--- src/rtl/fetch_pkg.sv ---
// Shared fetch-path definitions: front-end state encoding and block geometry
// helpers, also used by the instruction cache.
package fetch_pkg;

  typedef enum logic [1:0] {
    ST_REQ    = 2'd0,
    ST_WAIT   = 2'd1,
    ST_STREAM = 2'd2,
    ST_DRAIN  = 2'd3
  } fetch_state_e;

  function automatic int block_size(input int word_size, input int block_words);
    return word_size * block_words;
  endfunction

  function automatic int block_bytes(input int word_size, input int block_words);
    return block_size(word_size, block_words) / 8;
  endfunction

  function automatic int offset_w(input int nbytes);
    return $clog2(nbytes);
  endfunction

endpackage

--- src/rtl/fetch_word_sel.sv ---
// Combinational selection of one instruction word out of a cache block.
module fetch_word_sel
  import fetch_pkg::*;
#(
  parameter  int WORD_SIZE   = 32,
  parameter  int BLOCK_WORDS = 32,
  localparam int IDX_W       = $clog2(BLOCK_WORDS),
  localparam int BLOCK_SIZE  = block_size(WORD_SIZE, BLOCK_WORDS)
) (
  input  logic [BLOCK_SIZE-1:0] block_i,
  input  logic [IDX_W-1:0]      idx_i,
  output logic [WORD_SIZE-1:0]  word_o
);

  logic [BLOCK_WORDS-1:0][WORD_SIZE-1:0] words_s;

  assign words_s = block_i;
  // Word 0 sits at the MSB end, so word k is packed element BLOCK_WORDS-1-k, i.e. ~k.
  assign word_o  = words_s[~idx_i];

endmodule

--- src/rtl/fetch_stream.sv ---
// Instruction fetch front end: requests whole cache blocks and streams their
// words to decode, with redirect handling and at most one request in flight.
module fetch_stream
  import fetch_pkg::*;
#(
  parameter  int                WORD_SIZE   = 32,
  parameter  int                BLOCK_WORDS = 32,
  parameter  int                ADDR_W      = 32,
  parameter  logic [ADDR_W-1:0] RESET_PC    = '0,
  localparam int                BLOCK_SIZE  = block_size(WORD_SIZE, BLOCK_WORDS)
) (
  input  logic                  clk,
  input  logic                  rst_n,
  input  logic                  redirect_valid,
  input  logic [ADDR_W-1:0]     redirect_pc,
  output logic                  icache_req_valid,
  output logic [ADDR_W-1:0]     icache_req_addr,
  input  logic                  icache_req_ready,
  input  logic                  icache_resp_valid,
  input  logic [BLOCK_SIZE-1:0] icache_resp_block,
  output logic                  inst_valid,
  input  logic                  inst_ready,
  output logic [WORD_SIZE-1:0]  inst_data,
  output logic [ADDR_W-1:0]     inst_pc
);

  localparam int                BLOCK_BYTES = block_bytes(WORD_SIZE, BLOCK_WORDS);
  localparam int                IDX_W       = $clog2(BLOCK_WORDS);
  localparam int                WB_W        = offset_w(WORD_SIZE / 8);
  localparam int                OFF_W       = offset_w(BLOCK_BYTES);
  localparam logic [ADDR_W-1:0] WORD_MASK   = ~((ADDR_W'(1) << WB_W) - ADDR_W'(1));
  localparam logic [ADDR_W-1:0] BLOCK_MASK  = ~((ADDR_W'(1) << OFF_W) - ADDR_W'(1));
  localparam logic [ADDR_W-1:0] BLOCK_STEP  = ADDR_W'(BLOCK_BYTES);
  localparam logic [IDX_W-1:0]  LAST_IDX    = IDX_W'(BLOCK_WORDS - 1);

  fetch_state_e          state_q, state_d;
  logic [ADDR_W-1:0]     pc_q, pc_d;
  logic [IDX_W-1:0]      idx_q, idx_d;
  logic [BLOCK_SIZE-1:0] buf_q, buf_d;
  logic [ADDR_W-1:0]     base_s;
  logic [ADDR_W-1:0]     redir_pc_s;
  logic [WORD_SIZE-1:0]  word_s;

  assign base_s     = pc_q & BLOCK_MASK;
  assign redir_pc_s = redirect_pc & WORD_MASK;

  fetch_word_sel #(
    .WORD_SIZE  (WORD_SIZE),
    .BLOCK_WORDS(BLOCK_WORDS)
  ) u_word_sel (
    .block_i(buf_q),
    .idx_i  (idx_q),
    .word_o (word_s)
  );

  // Outputs depend only on registered state; instruction fields read zero when not valid.
  assign icache_req_valid = (state_q == ST_REQ);
  assign icache_req_addr  = base_s;
  assign inst_valid       = (state_q == ST_STREAM);
  assign inst_data        = inst_valid ? word_s : '0;
  assign inst_pc          = inst_valid ? (base_s | (ADDR_W'(idx_q) << WB_W)) : '0;

  // Next-state logic; redirect outranks every other event in every state.
  always_comb begin
    state_d = state_q;
    pc_d    = pc_q;
    idx_d   = idx_q;
    buf_d   = buf_q;
    case (state_q)
      ST_REQ: begin
        if (redirect_valid) begin
          pc_d    = redir_pc_s;
          state_d = icache_req_ready ? ST_DRAIN : ST_REQ;
        end else if (icache_req_ready) begin
          state_d = ST_WAIT;
        end else begin
          state_d = ST_REQ;
        end
      end
      ST_WAIT: begin
        // A response arriving with the redirect is the stale one, so nothing is left to drain.
        if (redirect_valid) begin
          pc_d    = redir_pc_s;
          state_d = icache_resp_valid ? ST_REQ : ST_DRAIN;
        end else if (icache_resp_valid) begin
          buf_d   = icache_resp_block;
          idx_d   = IDX_W'(pc_q >> WB_W);
          state_d = ST_STREAM;
        end else begin
          state_d = ST_WAIT;
        end
      end
      ST_STREAM: begin
        if (redirect_valid) begin
          pc_d    = redir_pc_s;
          state_d = ST_REQ;
        end else if (inst_valid && inst_ready) begin
          if (idx_q == LAST_IDX) begin
            pc_d    = base_s + BLOCK_STEP;
            state_d = ST_REQ;
          end else begin
            idx_d   = idx_q + IDX_W'(1);
            state_d = ST_STREAM;
          end
        end else begin
          state_d = ST_STREAM;
        end
      end
      ST_DRAIN: begin
        if (redirect_valid) begin
          pc_d = redir_pc_s;
        end else begin
          pc_d = pc_q;
        end
        if (icache_resp_valid) begin
          state_d = ST_REQ;
        end else begin
          state_d = ST_DRAIN;
        end
      end
      default: begin
        state_d = ST_REQ;
      end
    endcase
  end

  // State, fetch pointer, word index and block buffer registers.
  always_ff @(posedge clk or negedge rst_n) begin
    if (!rst_n) begin
      state_q <= ST_REQ;
      pc_q    <= RESET_PC;
      idx_q   <= '0;
      buf_q   <= '0;
    end else begin
      state_q <= state_d;
      pc_q    <= pc_d;
      idx_q   <= idx_d;
      buf_q   <= buf_d;
    end
  end

endmodule
--- config.mk ---
export PLATFORM = sky130hd
export DESIGN_NAME = fetch_stream
export DESIGN_NICKNAME = d
export VERILOG_FILES = /design/src/rtl/fetch_pkg.sv /design/src/rtl/fetch_word_sel.sv /design/src/rtl/fetch_stream.sv
export SDC_FILE = /design/constraint.sdc
export NUM_CORES = 2
export LEC_CHECK = 0
export BUFFER_PORTS_ARGS = -buffer_cell sky130_fd_sc_hd__buf_2
export CORE_AREA = 3 3 454 456
export CTS_CLUSTER_DIAMETER = 200
export CTS_CLUSTER_SIZE = 40
export DETAILED_ROUTE_END_ITERATION = 10
export DIE_AREA = 0 0 457 459
export PLACE_DENSITY = 0.51
export SYNTH_ARGS = -nofsm -noshare
export SYNTH_HDL_FRONTEND = slang
export SYNTH_SLANG_ARGS = --single-unit
--- constraint.sdc ---
create_clock -name clk -period 2.9 [get_ports clk]
set_input_delay 0 -clock clk [delete_from_list [all_inputs] [get_ports clk]]
set_output_delay 0 -clock clk [all_outputs]
set_load 0.005 [all_outputs]
Yosys cells after proc, flatten, opt, wreduce, memory -nomap -nowiden

Cells that the tools add are included.
W data, S select, Z words.

Register bits: 1,063
Input port bits: 1,062
Output and inout bits: 98

Add/subtract/negate cells: 2
Order comparisons: 1
Equal/unequal tests: 12
Muxes and demuxes: 25
Bitwise operators: 3
Reductions and logical operators: 7

Operators with widths:

| kind                    | number |
|---|---|
| $mux W32                | 7 |
| $bmux W32 S5            | 1 |
| $pmux W32 S2            | 1 |
| $add A32 B8 Y32 const B | 1 |
| $or A32 B7 Y32          | 1 |
| $mux W5                 | 5 |
| $mux W2                 | 8 |
| $pmux W5 S2             | 1 |
| $ne A2 B2 Y1 const B    | 4 |
| $pmux W2 S4             | 1 |
| $lt A5 B6 Y1 const B    | 1 |
| $ne A3 B2 Y1 const B    | 2 |
| $reduce_and A3 Y1       | 2 |
| $reduce_and A6 Y1       | 1 |
| $add A5 B1 Y5 const B   | 1 |
| $eq A5 B5 Y1 const B    | 1 |
| $not A5 Y5              | 1 |
| $eq A2 B2 Y1 const B    | 2 |
| $ne A2 B1 Y1 const B    | 2 |
| $reduce_or A3 Y1        | 1 |
| $eq A2 B1 Y1 const B    | 1 |
| $logic_not A2 Y1        | 1 |
| $reduce_bool A2 Y1      | 1 |
| $logic_and A1 B1 Y1     | 1 |
| other kinds (2)         | 2 |

Depth between registers and ports, before layout

Word-level depth: 5
Depth in mapped cells: 13
Depth with buffers taken out: 8

Cells and area by module

A second synthesis with hierarchy kept.

Cells, all modules: 3,673
Area, all modules: 49,446.2 µm²

By module, submodules not included:

| module         | instances | cells an instance | area an instance (µm²) |
|---|---|---|---|
| fetch_stream   | 1         | 2,515             | 40,558.9 |
| fetch_word_sel | 1         | 1,158             | 8,887.3 |

Least setup slack after synthesis

OpenSTA, ideal clock, no wires.

Path kind: register to register
Start point: register idx_q[2]
End point: register pc_q[28]
Arrival: 2.606 ns
Slack: 0.168 ns
Cell stages (with the launch flop): 14
Buffers on the path: 6
Period minus slack after synthesis: 2.732 ns
Cells stage by stage: dfrtp_1 buf_4 buf_2 buf_4 buf_2 and3_1 ha_1 and4b_1 buf_4 nand3_2 buf_6 nor4_4 nor3b_1 a221o_1

Word-level cells in the longest chain between the ends: 3

Ends and longest elaborated chain:

| item                        | line                | RTL |
|---|---|---|
| start, declared             | fetch_stream.sv:38  | `logic [IDX_W-1:0] idx_q, idx_d;` |
| start signal, assigned      | fetch_stream.sv:137 | `idx_q <= idx_d;` |
| $eq A5 B5 Y1                | fetch_stream.sv:98  | `if (idx_q == LAST_IDX) begin` |
| $ne A3 B2 Y1 (no line)      | --                  |  |
| $reduce_and A3 Y1 (no line) | --                  |  |
| end signal, assigned        | fetch_stream.sv:136 | `pc_q <= pc_d;` |
| end, declared               | fetch_stream.sv:37  | `logic [ADDR_W-1:0] pc_q, pc_d;` |

No other way between the ends.
A chain may end at the register's enable or synchronous reset.

Final worst setup path

Start point: register idx_q[0]
End point: output inst_data[8]

Word-level cells in the longest chain between the ends: 4

Ends and longest elaborated chain:

| item                           | line                 | RTL |
|---|---|---|
| $not A5 Y5                     | fetch_word_sel.sv:19 | `assign word_o = words_s[~idx_i];` |
| $bmux W32 S5                   | fetch_word_sel.sv:19 |  |
| $mux W32 (not written as such) | fetch_word_sel.sv:19 |  |
| $mux W32                       | fetch_stream.sv:60   | `assign inst_data = inst_valid ? word_s : '0;` |
| end, declared                  | fetch_stream.sv:23   | `output logic [WORD_SIZE-1:0] inst_data,` |

No other way between the ends. The select of a mux whose other input is x is not followed.

==> qor.yml <==
yosysWarnings: 0
synthTopCellsByArea: "dfrtp_1 (55%), mux2_2 (25%), mux4_2 (9.1%), mux4_1 (3.2%), buf_2 (1.4%)"
dieHeight_um: 459
max_cap_viol_count: 0
wl_mm: 221
min_path_type: "input pin to flop"
syn-cell-area_sq_mm: 0.0487
synthCells: 3009
endpoint_kind: "primary output"
cts_buffers: 34
rsz0062_at_grt: "true"
use_met3: 0.0457
grt_pass1_vias: 40200
cts_max_level: 2
setup.worst_path.start: "idx_q[0]"
ys_seq_area_frac: 0.546
crit_top_cell: "buf_16"
met2_usage: 0.358
crit_buf_inv: 6
utilization: 0.365
synth_edf_count: 0
outcome: "finished with violations"
hold_viol: 0
fin_ws_ns: -0.301
finalMaxSlewViolations: 0
grt_max_degree: 109
vdd_drop_max_mv: 0.597
maxSlewHeadroom: 0.401
min-delay-start: "icache_resp_block[233]"
nNetsFinal: 6489
max_clock_freq_mhz: 312
drtIter0Drc: 2129
clockBufferDepth: 3
drive_gt1_frac: 0.521
dp_slack_ns: -0.122
area_delta_synth_final_pct: 51.7
start_kind: "flop"
synthFlopType: "dfrtp_1"
place_congestion: 0.889
insertion_delay_ns: 0.68
setup_viol_count_final: 33
die_area_sq_mm: 0.210
routedWlPerCell_um: 27.0
initial_core_util: 0.241
critPathSlowestCell: "mux4_2"
synth_top_cell_by_area: "dfrtp_1"
critPathKind: "flop to primary output"
fp.dieW_um: 457
synth_top_area_frac: 0.546
cpPeakStageDelay_ns: 0.48
p_leak_nw: 32.6
dpl.hpwl_mm: 170
finalInstanceArea_sq_mm: 0.0738
r2r-end: "pc_q[29]"
viasPerCell: 4.52
fin_crit_ns: 3.20
synthDistinctLibCells: 52
power_density_mw_per_mm2: 922
async_flop_share: 1.00
via_count: 37000
globalRoute.busiestLayer: "met2"
crit_cells: 10
violations: "setup timing"
drc: 0
cts_tree: "built"
crit_fanout: 6
port_buffers: 1148
cp_top_family: "buffers and inverters"
ys_ff_latch: 1061
path_clk_slew_ns: 0.15
crit_arrival_ns: 3.20
worst_pin_slew_ns: 0.895
grt_pass1_wl_mm: 308
grt_usage: 0.205
drtPass1Iterations: 5
finalCritPeriodShare: 1.10
cp_cell_sequence: "buf_12 -> buf_16 -> buf_16 -> buf_8 -> mux4_2 -> mux2_4 -> o221ai_2 -> buf_4 -> a221oi_2 -> buf_2"
clock_skew_ns: 0.0490
timing.rr.start: "idx_q[0]"
r2r_slack_ns: 0
setup.worst_path.end: "inst_data[8]"
root_buffer: "clkbuf_16"
antenna_left: 0
grt_overflow: 0
cts_sinks: 1061
dpl_cell_area_sq_mm: 0.0583
antenna_found_initial: 138
met1_usage: 0.255
worst_hold_slack_ns: 0.0653
ios: 1160
rows: 165
critPathRequiredTime_ns: 2.90
syn_area_per_cell_sq_um: 16.2
r2r_cells: 13
coreArea_sq_mm: 0.202
worst reg2reg max path: stages, from the launching register on:
cell     delay, ns
dfrtp_4       0.47
buf_12        0.15
buf_16        0.20
buf_12        0.15
buf_8         0.11
ha_4          0.13
and3_4        0.19
ha_4          0.16
and4b_2       0.30
nand4_1       0.13
buf_6         0.17
nor4_4        0.26
xor2_1        0.11
mux2_4        0.26
synth_stat cells (all sizes together) (13+ instances only):
cell type / number
buf: 203
o22a: 32
mux2i: 35
mux4: 256
nand2: 43
nand3: 13
o221ai: 32
dfrtp: 1061
clkbuf: 52
a221oi: 32
o21ai: 61
mux2: 1059
and2: 30
stage by stage:
stage,power [mW],std cells,setup TNS [ns]
after floorplan,42.1,3017,0
after global placement,55.6,6775,-0.824
after detailed placement,56.2,6776,-0.208
after CTS,68.7,8080,-13.08
after global routing,72.1,8155,-12.08
final,68.1,8187,-6.90
final cells by class:
| class | count | area [sq um] |
|---|---|---|
| well taps | 2672 | 3340 |
| flip-flops and latches | 1061 | 26600 |
| fillers | 19400 | 128000 |
| repair buffers | 2623 | 21100 |
| diodes | 85 | 213 |
| clock buffers | 39 | 891 |
| multi-input cells | 1693 | 21500 |
| inverters | 8 | 30.0 |
| clock inverters | 6 | 106 |
layout by cell type, fill, tap and decap left out, drive strengths merged, types with 2 or more instances in the layout:
master,n
a21oi,9
a221oi,32
and2,30
and3,5
and4,2
buf,1400
bufbuf,2
clkbuf,40
clkinv,3
conb,9
dfrtp,1061
diode,85
dlygate4sd3,1220
ha,6
inv,11
mux2,1059
mux2i,35
mux4,256
nand2,43
nand2b,4
nand3,13
nand3b,2
nand4,7
nor2,11
nor3,6
nor4,5
o21ai,61
o221ai,32
o22a,32
xnor2,12
xor2,9
cell families (layout without fill, tap and decap cells):
kind of cell	after synthesis	after routing	synth area share
DFF	1061	1061	0.546
xor gates and xnor gates	21	21	0.00378
muxes	1350	1350	0.375
buffers and inverters	263	2676	0.0332
adders and majority gates	6	6	0.00154
AOI/OAI and AO/OA	173	173	0.0257
other	1	94	0.0000770
and+or+nand+nor	134	134	0.0150
report_power, final:
| group | switching, mW | total [mW] | internal, mW |
|---|---|---|---|
| Clock | 5.00 | 7.31 | 2.31 |
| Sequential | 4.24 | 26.1 | 21.9 |
| Combinational | 15.9 | 34.6 | 18.7 |
| Total | 25.2 | 68.1 | 42.9 |
per-layer routing:
metal / wire (um) / vias up / part of all wire
li1: - / 16200 / -
met1: 90800 / 19200 / 0.41
met2: 110000 / 1293 / 0.50
met3: 13500 / 308 / 0.061
met4: 6520 / 48 / 0.030
met5: 297 / - / 0.0013
what timing repair did:
action / in CTS / in global routing
endpoints found under the hold margin: 1379 / 0
hold buffers: 1220 / 0
gates resized for setup: 234 / 69
endpoints found under the setup margin: 32 / 59
pin swaps: 24 / 22
setup buffers: 32 / 25
gates cloned: 10 / 1
flip-flops by register name, indices dropped and copies added (netlist names):
signal,count
pc_q,30
buf_q,1024
idx_q,5
state_q,2
how the worst min path moves through the flow:
stage / end / slack [ns] / depth (start not counted)
3_3_place_gp: buf_q[9] / 0.12 / 1
3_5_place_dp: buf_q[9] / 0.13 / 1
2_1_floorplan: buf_q[0] / -0.30 / 0
5_1_grt: buf_q[400] / 0.02 / 3
4_1_cts: buf_q[399] / 0.00008 / 3
6_report: buf_q[233] / 0.07 / 3
Note: power is estimated with default switching activity, not from simulation.
